## src/rtl/node_rx.sv

```systemverilog
// ---------------------------------------------------------------------------
// node_rx
// Inbound half of a NoC node. The router serialises each packet as four
// consecutive bytes on put_inbound/payload_inbound; this block reassembles
// them into a 32-bit packet, keeps packets addressed to this node in a small
// circular buffer and hands them to the consumer with a valid/ready handshake.
//
// Ports
//   clock            system clock, all state updates on the rising edge
//   reset            synchronous active-high reset
//   put_inbound      router presents a valid byte this cycle
//   payload_inbound  byte from the router
//   free_inbound     router may start a new packet (idle and a slot is free)
//   pkt_out          {sourceID, destID, data[23:0]} at the buffer head, 0 if empty
//   pkt_out_avail    pkt_out holds a valid packet
//   pkt_out_ready    consumer takes the head packet when it is available
//   rx_err           one-cycle pulse on a protocol violation
//   misroute         one-cycle pulse when a packet for another node is dropped
// ---------------------------------------------------------------------------
module node_rx #(
  parameter logic [3:0] NODEID = 4'd0,
  parameter int         DEPTH  = 4
) (
  input  logic        clock,
  input  logic        reset,
  input  logic        put_inbound,
  input  logic [7:0]  payload_inbound,
  output logic        free_inbound,
  output logic [31:0] pkt_out,
  output logic        pkt_out_avail,
  input  logic        pkt_out_ready,
  output logic        rx_err,
  output logic        misroute
);

  localparam int CW = $clog2(DEPTH + 1);
  localparam int PW = $clog2(DEPTH);

  typedef enum logic [1:0] {
    IDLE = 2'd0,
    GOT0 = 2'd1,
    GOT1 = 2'd2,
    GOT2 = 2'd3
  } state_t;

  state_t          state_q, state_d;
  logic [7:0]      hdr_q, hdr_d;
  logic [7:0]      b1_q, b1_d;
  logic [7:0]      b2_q, b2_d;
  logic            rxErr_q, rxErr_d;
  logic            misroute_q, misroute_d;
  logic [CW-1:0]   count_q, count_d;
  logic [PW-1:0]   wrPtr_q, wrPtr_d;
  logic [PW-1:0]   rdPtr_q, rdPtr_d;
  logic [31:0]     mem_q [DEPTH];

  logic            push;
  logic            pop;
  logic [31:0]     newPkt;

  function automatic logic [PW-1:0] nextPtr(input logic [PW-1:0] p);
    return (p == PW'(DEPTH - 1)) ? '0 : p + PW'(1);
  endfunction

  // A grant is only issued from IDLE with a free slot, so the slot stays
  // reserved for the whole packet: pops during reception only free more room.
  assign free_inbound  = (state_q == IDLE) && (count_q < CW'(DEPTH));
  assign pkt_out_avail = (count_q != '0);
  assign pkt_out       = pkt_out_avail ? mem_q[rdPtr_q] : '0;
  assign rx_err        = rxErr_q;
  assign misroute      = misroute_q;

  // The final byte is taken straight from the input so the completed packet
  // can be written on the same edge that would have latched B3.
  assign newPkt = {hdr_q, b1_q, b2_q, payload_inbound};

  // Reassembly FSM and buffer bookkeeping. Error and misroute flags are
  // computed here and registered so they appear as clean one-cycle pulses.
  always_comb begin
    state_d    = state_q;
    hdr_d      = hdr_q;
    b1_d       = b1_q;
    b2_d       = b2_q;
    rxErr_d    = 1'b0;
    misroute_d = 1'b0;
    push       = 1'b0;

    case (state_q)
      IDLE: begin
        if (put_inbound) begin
          if (free_inbound) begin
            hdr_d   = payload_inbound;
            state_d = GOT0;
          end else begin
            rxErr_d = 1'b1;
          end
        end
      end
      GOT0: begin
        if (put_inbound) begin
          b1_d    = payload_inbound;
          state_d = GOT1;
        end else begin
          rxErr_d = 1'b1;
          state_d = IDLE;
        end
      end
      GOT1: begin
        if (put_inbound) begin
          b2_d    = payload_inbound;
          state_d = GOT2;
        end else begin
          rxErr_d = 1'b1;
          state_d = IDLE;
        end
      end
      GOT2: begin
        state_d = IDLE;
        if (put_inbound) begin
          if (hdr_q[3:0] == NODEID) begin
            push = 1'b1;
          end else begin
            misroute_d = 1'b1;
          end
        end else begin
          rxErr_d = 1'b1;
        end
      end
      default: state_d = IDLE;
    endcase

    pop     = pkt_out_avail && pkt_out_ready;
    count_d = count_q + CW'(push) - CW'(pop);
    wrPtr_d = push ? nextPtr(wrPtr_q) : wrPtr_q;
    rdPtr_d = pop  ? nextPtr(rdPtr_q) : rdPtr_q;
  end

  // Control state; reset drops any partial packet and empties the buffer.
  always_ff @(posedge clock) begin
    if (reset) begin
      state_q    <= IDLE;
      hdr_q      <= '0;
      b1_q       <= '0;
      b2_q       <= '0;
      rxErr_q    <= 1'b0;
      misroute_q <= 1'b0;
      count_q    <= '0;
      wrPtr_q    <= '0;
      rdPtr_q    <= '0;
    end else begin
      state_q    <= state_d;
      hdr_q      <= hdr_d;
      b1_q       <= b1_d;
      b2_q       <= b2_d;
      rxErr_q    <= rxErr_d;
      misroute_q <= misroute_d;
      count_q    <= count_d;
      wrPtr_q    <= wrPtr_d;
      rdPtr_q    <= rdPtr_d;
    end
  end

  // Packet storage needs no reset: pkt_out is masked while the buffer is empty.
  always_ff @(posedge clock) begin
    if (!reset && push) begin
      mem_q[wrPtr_q] <= newPkt;
    end
  end

endmodule

```

## config.mk

```make
export PLATFORM = sky130hd
export DESIGN_NAME = node_rx
export DESIGN_NICKNAME = d
export VERILOG_FILES = /design/src/rtl/node_rx.sv
export SDC_FILE = /design/constraint.sdc
export NUM_CORES = 1
export LEC_CHECK = 0
export BUFFER_PORTS_ARGS = -buffer_cell sky130_fd_sc_hd__buf_2
export CAP_MARGIN = 20
export CORE_UTILIZATION = 40
export CTS_CLUSTER_DIAMETER = 60
export DETAILED_ROUTE_END_ITERATION = 16
export GPL_TIMING_DRIVEN = 0
export PLACE_DENSITY = 0.61
export SLEW_MARGIN = 20
export SYNTH_ARGS = -nofsm -noshare
export SYNTH_HDL_FRONTEND = slang
export SYNTH_SLANG_ARGS = --single-unit
```

## constraint.sdc

```tcl
create_clock -name clock -period 5 [get_ports clock]
set_input_delay 0.5 -clock clock [delete_from_list [all_inputs] [get_ports clock]]
set_output_delay 0.5 -clock clock [all_outputs]
set_load 0.02 [all_outputs]
```

# Yosys cells after proc, flatten, opt, wreduce, memory -nomap -nowiden
# Memory sizes are Yosys's and may differ from the RTL's. A register that Yosys moved wholly into a read port is not among the register bits.
# Index checks and enable logic that the tools add are counted.
# classes
div_mod_pow	0
order_cmp	1
add_sub_neg	4
n_bitwise	2
mux	20
eq_ne	7
n_shift	0
n_reduce_logical	13
n_mul	0
# op_table
operator	count
32-bit 2-to-1 mux	1
2-bit 2-to-1 mux	8
1-bit 2-to-1 mux	9
2-bit == test, second input constant	4
2-bit case mux with 4 select lines	1
2-bit AND reduction	3
3-bit OR reduction	2
2-bit by 1-bit adder with 2-bit output, second input constant	2
4-bit logical NOT	1
2-bit != test, second input constant	2
3-bit by 1-bit adder with 3-bit output	1
1-bit logical AND	3
3-bit less-than comparator, second input constant	1
3-bit AND reduction	1
3-bit nonzero test	1
3-bit by 1-bit subtractor with 3-bit output	1
2-bit by 1-bit == test with 1-bit output, second input constant	1
2-bit logical NOT	1
1-bit inverter	2
1-bit case mux with 2 select lines	1
1-bit logical NOT	1
# word_totals
word_cells	57
ff_bits	35
ramBits	128
latchBits	0
mem_bits_ro	0
memories	1
inputBits	12
# memory_table
name	words	width	read_ports	rd_clocked_by_memory_dff	wr	line	rtl
mem_q	4	32	1	1	1	55	logic [31:0] mem_q [DEPTH];

# Logic depth before layout (Yosys ltp)
# Gate-level depths: netlist (run 1).
# depth
depth_word	7
mapped_depth	10

# Least setup slack after synthesis (run 1)
# OpenSTA, ideal clock, no wires.
# synth_path
path_kind	flip-flop to flip-flop
start	register hdr_q[0]
end	memory mem_q[3][0] (enable)
setup_time_ps	392
n_path_buf	0
path_slack_ps	2637
stages_incl_launch_ff	4
required_time_ps	4608
arrival_time_ps	1971
path_cell_list	dfxtp_1 > or4_4 > nor3_1 > and2_1
# synth_via
elab_chain_cells	7
# synth_rtl
item	line	rtl
start: declaration	47	logic [7:0] hdr_q, hdr_d;
start signal: assignment	152	hdr_q <= hdr_d;
4-bit logical NOT	120	if (hdr_q[3:0] == NODEID) begin
1-bit 2-to-1 mux	120	
1-bit 2-to-1 mux	119	if (put_inbound) begin
1-bit 2-to-1 mux	88	case (state_q)
1-bit logical AND	165	if (!reset && push) begin
1-bit 2-to-1 mux	165	
1-bit 2-to-1 mux (not written as such)	166	mem_q[wrPtr_q] <= newPkt;
end: declaration	55	
# Every way passes these cells.

# Final worst setup path (run 1)
# layout_path
start	register count_q[2]
end	output pkt_out[6]
# layout_via
elab_chain_cells	2
# layout_rtl
item	line	rtl
start: declaration	52	logic [CW-1:0] count_q, count_d;
start signal: assignment	157	count_q <= count_d;
3-bit nonzero test	68	assign pkt_out_avail = (count_q != '0);
32-bit 2-to-1 mux	69	assign pkt_out = pkt_out_avail ? mem_q[rdPtr_q] : '0;
end: declaration	29	output logic [31:0] pkt_out,
# Every way passes these cells.

==> flow_results.org, run 1 <==
** Yosys
- The synthesized design spends more area on one cell type than any other, namely edfxtp_1.
- Number of standard cells after synthesis :: 361
- After synthesis, flip-flops and latches occupy 72.67% of the total area.
- Yosys printed 0 warnings.
- Most common cell in the synthesized netlist :: edfxtp_1
- In this run, synthesis inferred 128 flip-flops with an integrated enable.
- Counting flops and latches in the post-synthesis netlist gives 165.
- The number of nets handed over by synthesis was 381.
- The share of synthesized area in the top cell type comes to 60.93%.
- Post-Syn Area :: 6309 sq um
- After synthesis, the netlist uses 30 different library cells.
- Leading post-synthesis cells by instance count :: edfxtp_1, dfxtp_1, nor2b_1
- Async set or reset register ratio after synthesis :: 0%
- Mean Syn Cell Area :: 17.48 sq um
- After synthesis, the cell types taking the most area are edfxtp_1, dfxtp_1, mux4_2, nor2b_1, mux2i_1.
- Synth Flop Type :: edfxtp_1

** GRT
- GR Overflow Total :: 0
- Maximum number of pins on one net before global-route repair :: 21
- Global routing consumed, over all layers together, 16.11% of the routing resources.
- Number of global-route vias before repair :: 3305
- The first global-routing pass estimated 18.66 mm of wire.
- The number of antenna violations at the first check in global routing was 0.

** Drt
- Final ANT Viol Nets :: 0
- Remaining routing DRC violations :: 0
- Total length of routed wires :: 11.69 mm
- Via density per instance :: 4.982
- The pre-antenna-repair detailed-routing pass consisted of 5 iterations.
- Number of violations reported at the end of detailed-routing iteration 0 :: 249
- The detailed router placed 3258 vias in this run.
- Average wire length per cell after detail routing :: 17.87 um

** Cells and area
- In the final design database the tool counted 450 nets.
- Share of the core filled with cells in the final layout :: 49.05%
- From synthesis to final layout, the design area changed by 19.08%.
- Diodes inserted :: 0
- Cells with a size suffix above 1 make up 29.35% of the layout.

** CTS
- Number of clock sinks :: 165
- Cts bufs inserted :: 17
- The tree is rooted in a clkbuf_16.
- # resized after CTS :: 0
- Clock-pin slew was measured on the worst setup and hold paths at 0.06 ns.
- Clock tree from TritonCTS :: yes
- In this run the number of H-tree levels came out at 4.
- At the later pin of the worst-skew pair, clock insertion delay measures 0.42 ns.
- After clock tree synthesis, the setup repair step added 0 buffers.
- No sink is reached through more buffers than the 2 on the longest clock path.
- Post-cts hold buffer count :: 0

** Die
- For this configuration, the core starts out at a cell density of 41.19%.
- Row generation in the floorplan step produced 45 rows.
- The floorplan step defined a die boundary enclosing 16280 sq um.
- Die Width :: 127.6 um
- Area of the core :: 15310 sq um
- Pin placement for this block handled 48 I/O pins.
- Die boundary height :: 127.6 um

** Setup path
- Category of the worst setup path capture point :: output pin
- Data arrives at the worst endpoint at 2.34 ns.
- The worst setup path is of the register to output pin kind.
- For the worst setup path, the data required time is 4.50 ns.
- Peak fanout along the critical path :: 10
- STA classifies the critical path startpoint as a register.

** Placement
- At the end of routability-driven placement, the weighted congestion stood at 0.7005.
- Post-DP HPWL :: 7.453 mm
- Count of input and output buffers :: 46

** STA
- Tightest slew margin relative to the limit :: 51.97%
- Setup repair after global routing left no endpoint under its margin.
- Setup TNS :: 0 ns
- Clock period minus worst slack :: 2.843 ns
- For the pin with the worst max-slew slack, the measured transition is 0.7186 ns.
- For the final database, setup skew stands at 0.006765 ns.
- Setup violations remaining at the end of the flow were counted as 0.
- Timing would allow up to 0.3517 GHz.
- The final number of hold-violating endpoints is 0.
- In the finished design, the share of the clock period the worst path needs comes to 56.86%.
- The max-slew violation count is 0.

** Pwr
- Worst supply voltage drop on vdd :: 0.0002457 V
- Power per cell area :: 495.9 nW/um^2
- The analysis attributes to cell leakage a power of 2.564 nW.

** Job
- Max-cap violations :: 0

** Min path
- Type of the worst min-delay path :: input port to register

** Status
- Run status :: complete, no violations
-- flip-flops by register name, indices dropped and copies added, names as in the netlist, named ones only --
register and cells:
mem_q 128, b1_q 8, b2_q 8, hdr_q 8, count_q 3, rdPtr_q 2
state_q 2, wrPtr_q 2, misroute 1, rx_err 1
-- cell type report --
cell class                 instances  area [sq um]
clock inverter                    15         163.9
clock buffer                      17         425.4
timing repair buffer              50         340.3
fill                            1307          7802
tap                              211         264.0
multi-input combinational        169          1623
inverter                           7         26.28
sequential                       165          4584
buffer                            20         85.08
-- cells in the final DEF, fill, tap and decap left out, types with 2 or more instances in the layout --
cell        synthesis  final
clkinv_2            0      6
bufinv_16           0      3
clkbuf_16           0     17
dfxtp_1            37     37
clkbuf_1           11     11
nand3_1             2      2
edfxtp_1          128    128
inv_1               7      7
xnor2_1             3      3
ha_1                7      7
buf_2               8     54
nand2_1            19     19
nor2b_1            34     34
nand3b_1            2      2
mux4_2             32     32
a21oi_1            12     12
and2_2              0      4
nor3_1              4      3
clkinv_4            0      2
clkinvlp_4          0      3
o21ai_0             2      2
mux2i_1            17     17
buf_16              0      4
nor2_1             20     20
-- kinds of logic after synthesis --
logic type,after synthesis,share of synthesized area [%]
XOR/XNOR,3,0.4166
AO/OA/AOI/OAI,15,1.230
adder cells (fa/ha/maj),8,1.706
buffers and inverters,27,1.765
flip-flops,165,72.67
multiplexers,50,14.30
AND/OR/NAND/NOR,93,7.914
-- path summary, 6_finish.rpt --
kind                                 end  cells past startpoint  slack, ns                  start
setup reg to reg   count_q[2]$_SDFF_PP0_                     10       2.39  count_q[2]$_SDFF_PP0_
setup / recovery              pkt_out[6]                      5       2.16  count_q[2]$_SDFF_PP0_
hold / removal     mem_q[0][2]$_DFFE_PP_                      1       0.38     payload_inbound[2]
hold reg to reg   mem_q[2][10]$_DFFE_PP_                      0       0.51   b2_q[2]$_SDFFE_PP0P_
-- worst max-delay path: stages, from the launching register on --
cell and delay [ns]:
dfxtp_1 0.30, clkbuf_1 0.19, nor3_2 0.61, clkbuf_1 0.47
nor2b_1 0.16, buf_2 0.19
-- through the flow --
stage | hold slack [ns] | instance area [sq um] | power (W) | worst slack (ns) | instances
global route | 0.3783 | 7512 | 0.003902 | 1.972 | 654
global placement | 0.4786 | 6803 | 0.002472 | 1.878 | 618
detailed placement | 0.4954 | 6918 | 0.002482 | 2.164 | 622
CTS | 0.3711 | 7507 | 0.003767 | 1.698 | 654
floorplan | 0.4599 | 6309 | 0.002191 | 2.637 | 361
finish | 0.3841 | 7512 | 0.003725 | 2.157 | 654
-- per-layer routing --
metal  track usage [%]  share of wire (%)  vias to the layer above  routed length, um
met5                 0                  0                        -                  0
met4             6.436                1.6                        0                191
met3             3.769                4.8                       15                563
met2             25.17                 48                       90               5657
met1             21.94                 45                     1646               5275
li1                  -                  -                     1507                  -
-- report_power, final --
group          internal [W]  switching, W  total (W)
Sequential          0.00151     0.0000327    0.00155
Clock              0.000778      0.000514    0.00129
Combinational      0.000343      0.000545   0.000888
Power figures use the tool's default switching activity.
==> run 2: changes to the inputs <==
Settings changed: ABC_AREA from default to 1.
Clock period 5 ns to 2.7 ns, I/O delays scaled along.
==> flow_results.org, run 2 <==
** CTS
- Clock Pin Slew Worst Setup and Hold Paths :: 0.06 ns (about the same)
- The clock latency at the later pin of the worst-skew pair was 0.42 ns (about the same).
- The number of H-tree levels was 4 (unchanged).
- The number of CTS-inserted buffers is 17 (unchanged).
- The cell at the root of the clock tree was clkbuf_16 (unchanged).
- Post-CTS setup-driven buffer insertion count :: 0 (unchanged)
- The buffer depth of the longest clock path came to 2 (unchanged).
- The CTS tree is yes (unchanged).
- Number of clock sinks :: 165 (unchanged)
- # resized after CTS :: 0 (unchanged)
- The number of buffers added to fix hold violations after cts is 0 (unchanged).

** STA
- The worst slew margin relative to its limit came to 58.92% (was 51.97%).
- The final number of hold-violating endpoints came to 0 (unchanged).
- After layout, the worst path uses 85.19% of the clock period.
- Clock period minus worst slack :: 2.300 ns
- The pin slew with the least headroom to its limit is 0.6148 ns (was 0.7186 ns).
- Max Clock Skew :: 0.007705 ns (was 0.006765 ns)
- The number of failing setup endpoints in the final timing report came to 0 (unchanged).
- Setup TNS :: 0 ns (unchanged)
- Final number of max-transition violations :: 0 (unchanged)
- For this run, the top clock speed supported by timing is 0.4348 GHz.
- Unrepaired setup endpoints after global routing :: no (unchanged)

** Yosys
- The combined area of all synthesized cells is 6420 sq um (was 6309 sq um).
- Most common cell in the synthesized netlist :: nor2_1 (was edfxtp_1)
- Synth Flop Type :: edfxtp_1 (unchanged)
- The fraction of the yosys area taken by sequential cells is 71.41% (was 72.67%).
- The number of enable flip-flop cells after synthesis is 128 (unchanged).
- Distinct cell type count of the synthesized netlist :: 23 (was 30)
- Number of standard cells after synthesis :: 574 (was 361)
- Leading post-synthesis cells by instance count: nor2_1, edfxtp_1, o21ai_0 (was edfxtp_1, dfxtp_1, nor2b_1).
- The warning count from the yosys run is 0 (unchanged).
- Top cells by area in the synthesized netlist :: edfxtp_1, nor2_1, dfxtp_1, o21ai_0, a21oi_1 (was edfxtp_1, dfxtp_1, mux4_2, nor2b_1, mux2i_1)
- The cell accounting for the most synthesized area was edfxtp_1 (unchanged).
- The average footprint of a synthesized cell came to 11.18 sq um (was 17.48 sq um).
- Async set or reset register ratio after synthesis :: 0% (unchanged)
- Register bit total from synthesis :: 165 (unchanged)
- The number of nets produced by synthesis is 594 (was 381).
- Synth top area share :: 59.87% (was 60.93%)

** Drt
- Remaining routing DRC violations :: 0 (unchanged)
- Total length of routed wires :: 13.88 mm (was 11.69 mm)
- The via-per-instance ratio was 4.901 (was 4.982).
- The average wire per standard cell came to 16.00 um (was 17.87 um).
- The total via count after detailed routing is 4254 (was 3258).
- Final ANT Viol Nets :: 0 (unchanged)
- The starting DRC count in detailed routing was 272 (was 249).
- Number of iterations in the first detailed-routing pass :: 5 (unchanged)

** Status
- Run status: complete, no violations (unchanged).

** Die
- The area enclosed by the die boundary was 16560 sq um (was 16280 sq um).
- The horizontal die dimension came to 128.7 um (was 127.6 um).
- The number of I/O pins was 48 (unchanged).
- The initial core utilization came to 41.61% (was 41.19%).
- The core area was 15430 sq um (was 15310 sq um).
- Standard-cell rows :: 45 (unchanged)
- Die boundary height :: 128.7 um (was 127.6 um)

** Setup path
- Worst path arrival time :: 2.03 ns (was 2.34 ns)
- Peak fanout along the critical path :: 10 (unchanged)
- The startpoint-to-endpoint class of the critical path is register to output pin (unchanged).
- Critical Path Start Type :: register (unchanged)
- The kind of capture point of the worst setup path is an output pin (unchanged).
- Start of the worst register-to-register path :: hdr_q[0]$_SDFFE_PP0P_ (was count_q[2]$_SDFF_PP0_)
- The endpoint required time on the critical path is 2.43 ns (was 4.50 ns).

** GRT
- The total global routing overflow is 0 (unchanged).
- The number of antenna violations at the first check in global routing was 0 (unchanged).
- Total GRT Usage :: 18.39% (was 16.11%)
- Number of global-route vias before repair :: 4333 (was 3305)
- The maximum number of pins on one net before global-route repair is 22 (was 21).
- The global-route wire length before repair was 22.22 mm (was 18.66 mm).

** Pwr
- Logic gate share of total power :: 30.2% (was 23.8%)
- The switching portion of total power is 35.26% (was 29.30%).
- Switching pwr :: 0.002651 W (was 0.001092 W)
- Cell-internal power :: 0.004868 W (was 0.002634 W)
- Worst supply voltage drop on vdd :: 0.0004687 V (was 0.0002457 V)
- The total power divided by cell area came to 986.1 nW/um^2 (was 495.9 nW/um^2).
- The share of power burned in the clock network is 30.7% (was 34.7%).
- The proportion of power drawn by flip-flops and latches is 39.1% (was 41.5%).
- P_leak :: 2.867 nW (was 2.564 nW)

** Cells and area
- Diodes inserted :: 0 (unchanged)
- Largest Register :: mem_q (unchanged)
- The most common library cell in the layout ignoring fill and taps was nor2_1 (was edfxtp_1).
- The number of nets in the final layout was 664 (was 450).
- Most used cells in the layout excluding fill and tap cells: nor2_1, edfxtp_1, o21ai_0, buf_2, dfxtp_1 (was edfxtp_1, buf_2, dfxtp_1, nor2b_1, mux4_2).
- The area overhead of the layout relative to synthesis is 18.77% (was 19.08%).
- Number of flip-flops in the largest register :: 128 (unchanged)
- Share of the core filled with cells in the final layout :: 49.42% (was 49.05%)
- The number of filler cells placed in the layout came to 1356 (was 1307).
- Proportion of layout cells with a drive suffix above 1 :: 15.98% (was 29.35%)

** Placement
- Post-DP HPWL :: 9.125 mm (was 7.453 mm)
- The routability congestion estimate from global placement is 0.7659 (was 0.7005).
- The count of port buffers added during placement is 47 (was 46).

** Min path
- The class of the worst hold path is input port to register (unchanged).
- The source of the worst hold timing path was reset (was payload_inbound[2]).

** Job
- The number of max-capacitance violations reported came to 0 (unchanged).
[run 2: cells by family after synthesis]
logic type | count (synthesis) | synth area share (%)
AO/OA/AOI/OAI | 124 | 9.667
XOR/XNOR | 1 | 0.1365
adder cells (fa/ha/maj) | 8 | 1.676
buffers and inverters | 53 | 3.664
flip-flops | 165 | 71.41
AND/OR/NAND/NOR | 223 | 13.45
[run 2: worst paths after layout]
path	endpoint	slack [ns]	cells after the start
worst max-delay path	pkt_out[0]	0.40	5
worst min register to register	mem_q[3][31]$_DFFE_PP_	0.50	0
worst min-delay path	rx_err$_SDFF_PP0_	0.11	2
worst max register to register	mem_q[1][15]$_DFFE_PP_	0.45	6
[run 2: stage by stage]
| stage | hold slack (ns) | power (W) | setup slack (ns) | instance area [sq um] | cells |
|---|---|---|---|---|---|
| finish | 0.1132 | 0.007519 | 0.4000 | 7625 | 868 |
| global route | 0.1133 | 0.007922 | 0.1929 | 7625 | 868 |
| CTS | 0.1002 | 0.007594 | 0.3792 | 7625 | 868 |
| detailed placement | 0.4859 | 0.005289 | 0.2686 | 7044 | 836 |
| global placement | 0.4710 | 0.005250 | -1.255 | 6919 | 832 |
| floorplan | 0.3391 | 0.004484 | 0.05748 | 6420 | 574 |
[run 2: final cells by class]
| cell class | count | area [sq um] | area share (%) |
|---|---|---|---|
| plain buffers | 26 | 133.9 | 1.756 |
| clock buffers | 21 | 493.0 | 6.465 |
| clock inverters | 11 | 87.58 | 1.149 |
| inverters | 27 | 101.3 | 1.329 |
| multi-input cells | 356 | 1630 | 21.38 |
| flip-flops and latches | 165 | 4584 | 60.12 |
| well taps | 211 | 264.0 | 3.462 |
| repair buffers | 51 | 330.3 | 4.332 |
[run 2: worst max-delay path, cell delays in order (launching register included)]
cell and delay (ns):
dfxtp_1 0.32, clkinv_1 0.20, clkbuf_1 0.43, o21ai_0 0.17, a21oi_1 0.27, buf_2 0.23
[run 2: routing by layer]
layer  global-route usage (%)  part of all wire [%]  vias to the layer above
met5                        0                     0                        -
met4                    7.682                   1.8                        0
met3                    4.491                   4.1                       20
met2                    30.56                    49                      109
met1                    23.04                    45                     2019
li1                         -                     -                     2106
[run 2: power by group through the flow]
stage                     registers, W  logic (W)  clock network (W)
after floorplan                0.00297    0.00152                  0
after global placement         0.00299    0.00226                  0
after detailed placement       0.00299    0.00229                  0
after CTS                      0.00294    0.00231            0.00235
after global routing           0.00295    0.00253            0.00244
final                          0.00294    0.00227            0.00231
==> run 3: changes to the inputs <==
Settings changed: CELL_PAD_IN_SITES_DETAIL_PLACEMENT from default to 1, CELL_PAD_IN_SITES_GLOBAL_PLACEMENT from default to 1, PLACE_DENSITY 0.61 to 0.72.
Clock period 2.7 ns to 2.3 ns, I/O delays scaled along.
==> flow_results.org, run 3 (same netlist as run 2, synthesis figures left out) <==
** GRT
- The via count of the first global-routing pass is 4842 (was 4333).
- Global-route wire length before repair :: 26.08 mm (was 22.22 mm)
- The maximum number of pins on one net before global-route repair is 23 (was 22).
- The all-layer global routing usage was 21.83% (was 18.39%).
- Antenna violations before repair :: 0 (unchanged)
- The total global routing overflow came to 0 (unchanged).

** CTS
- The cell at the root of the clock tree is clkbuf_16 (unchanged).
- The number of CTS-inserted buffers came to 17 (unchanged).
- The clock latency at the later pin of the worst-skew pair came to 0.43 ns (was 0.42 ns).
- The CTS tree is yes (unchanged).
- The buffer depth of the longest clock path was 2 (unchanged).
- The clock slew at the register clock pins of the worst setup and hold paths came to 0.06 ns (about the same).
- The TritonCTS sink count came to 165 (unchanged).
- Number of H-tree levels :: 4 (unchanged)
- The number of buffers added to fix hold violations after cts was 0 (unchanged).

** Die
- The initial core utilization was 41.61% (unchanged).
- Die outline area :: 16560 sq um (unchanged)
- The number of I/O pins came to 48 (unchanged).
- The horizontal die dimension was 128.7 um (unchanged).
- The vertical die dimension is 128.7 um (unchanged).
- Standard-cell rows :: 45 (unchanged)
- The core area came to 15430 sq um (unchanged).

** Cells and area
- The flip-flop count of the largest register, all copies and words added was 128 (unchanged).
- The antenna diode instance count was 0 (unchanged).
- Largest Register :: mem_q (unchanged)
- The area overhead of the layout relative to synthesis is 21.13% (was 18.77%).
- Most used cells in the layout excluding fill and tap cells: nor2_1, edfxtp_1, o21ai_0, buf_2, dfxtp_1 (unchanged).
- Number of cells in the finished layout apart from fillers :: 876 (was 868)
- Share of the core filled with cells in the final layout :: 50.41% (was 49.42%)
- Most common library cell in the layout ignoring fill and taps :: nor2_1 (unchanged)
- Proportion of layout cells with a drive suffix above 1 :: 17.89% (was 15.98%)
- Number of nets in the final layout :: 672 (was 664)

** Drt
- The starting DRC count in detailed routing came to 290 (was 272).
- The wire length reported by the detailed router is 16.73 mm (was 13.88 mm).
- Remaining routing DRC violations :: 0 (unchanged)
- Via density per instance :: 5.107 (was 4.901)
- Routed vias :: 4474 (was 4254)
- The average wire per standard cell was 19.10 um (was 16.00 um).
- The count of TritonRoute iterations in the first routing pass was 4 (was 5).
- Final ANT Viol Nets :: 0 (unchanged)

** STA
- Max Clock Skew :: 0.006742 ns (was 0.007705 ns)
- Unrepaired setup endpoints after global routing: yes (was no).
- The final worst slack is 0.1292 ns (was 0.4000 ns).
- Final hold violation count :: 0 (unchanged)
- Final number of max-transition violations :: 0 (unchanged)
- Achievable clock frequency :: 0.4607 GHz
- The worst slew margin relative to its limit was 63.58% (was 58.92%).
- Dividing the final minimum period by the clock period gives 94.38%.
- Clock period minus worst slack :: 2.171 ns
- Setup-failing EPs final :: 0 (unchanged)
- Worst Tran Pin Value :: 0.5463 ns (was 0.6148 ns)

** Pwr
- Power per cell area :: 1174 nW/um^2 (was 986.1 nW/um^2)
- Worst supply voltage drop on vdd :: 0.0006198 V (was 0.0004687 V)
- P_leak :: 2.958 nW (was 2.867 nW)

** Placement
- The placed wire-length estimate came to 10.77 mm (was 9.125 mm).
- Final weighted congestion in routability-driven placement :: 0.7371 (was 0.7659)
- The count of port buffers added during placement was 47 (unchanged).
- The post-place setup slack came to -0.2084 ns (was 0.2686 ns).
- The number of cells in the design after placement is 836 (unchanged).

** Setup path
- The startpoint-to-endpoint class of the critical path was register to output pin (unchanged).
- The critical path data arrival time came to 1.94 ns (was 2.03 ns).
- The kind of capture point of the worst setup path was an output pin (unchanged).
- Peak fanout along the critical path :: 10 (unchanged)
- Required time reported for the critical path endpoint :: 2.07 ns (was 2.43 ns)
- The critical path launch point type is a register (unchanged).

** Status
- Run status :: complete, no violations (unchanged)

** Min path
- The class of the worst hold path was input port to register (unchanged).

** Job
- The number of max-capacitance violations reported came to 0 (unchanged).
==> run 3: path summary, 6_finish.rpt <==
check	startpoint	end	slack, ns	depth (start not counted)
setup / recovery	register	pkt_out[26]	0.13	7
setup reg to reg	state_q[0]$_SDFFE_PP0P_	mem_q[3][17]$_DFFE_PP_	0.14	7
hold / removal	reset	count_q[0]$_SDFF_PP0_	0.06	2
hold reg to reg	b2_q[0]$_SDFFE_PP0P_	mem_q[3][8]$_DFFE_PP_	0.51	0
==> run 3: power breakdown <==
part	internal, W	switching, W
clock network	0.00173	0.00115
logic	0.000832	0.00195
registers	0.00335	0.000116
==> run 3: what timing repair did <==
item / in CTS / in global routing
setup endpoints to repair: 51 / 48
resized for setup: 2 / 9
setup buffers: 8 / 0
pin swaps: 2 / 1
==> run 3: per-layer routing <==
metal	share of wire [%]	up-vias	track usage, %
met5	0	-	0
met4	1.9	0	9.066
met3	3.5	27	4.906
met2	52	94	38.28
met1	43	2242	25.89
li1	-	2111	-
==> run 3: through the flow <==
step	hold WS (ns)	TNS, ns	area [sq um]	total power (W)
finish	0.06314	0	7776	0.009129
global route	0.07162	-0.003158	7776	0.009556
CTS	0.05508	0	7756	0.009194
global placement	0.4742	-214.05	6919	0.006178
floorplan	0.2991	-43.84	6420	0.005264
detailed placement	0.4936	-9.824	7052	0.006300
==> run 3: layout make-up <==
class,count,area (sq um)
plain buffers,26,138.9
repair buffers,59,435.4
clock buffers,22,486.7
inverters,27,105.1
flip-flops and latches,165,4584
clock inverters,10,117.6
well taps,211,264.0
multi-input cells,356,1644
fillers,1705,7651
==> run 3: worst max-delay path, stage by stage (launching register included) <==
cell and delay (ns):
dfxtp_1 0.39, buf_4 0.21, buf_4 0.22, nor2_1 0.07, nor2_1 0.09, o21ai_0 0.10
a21oi_1 0.23, buf_2 0.20
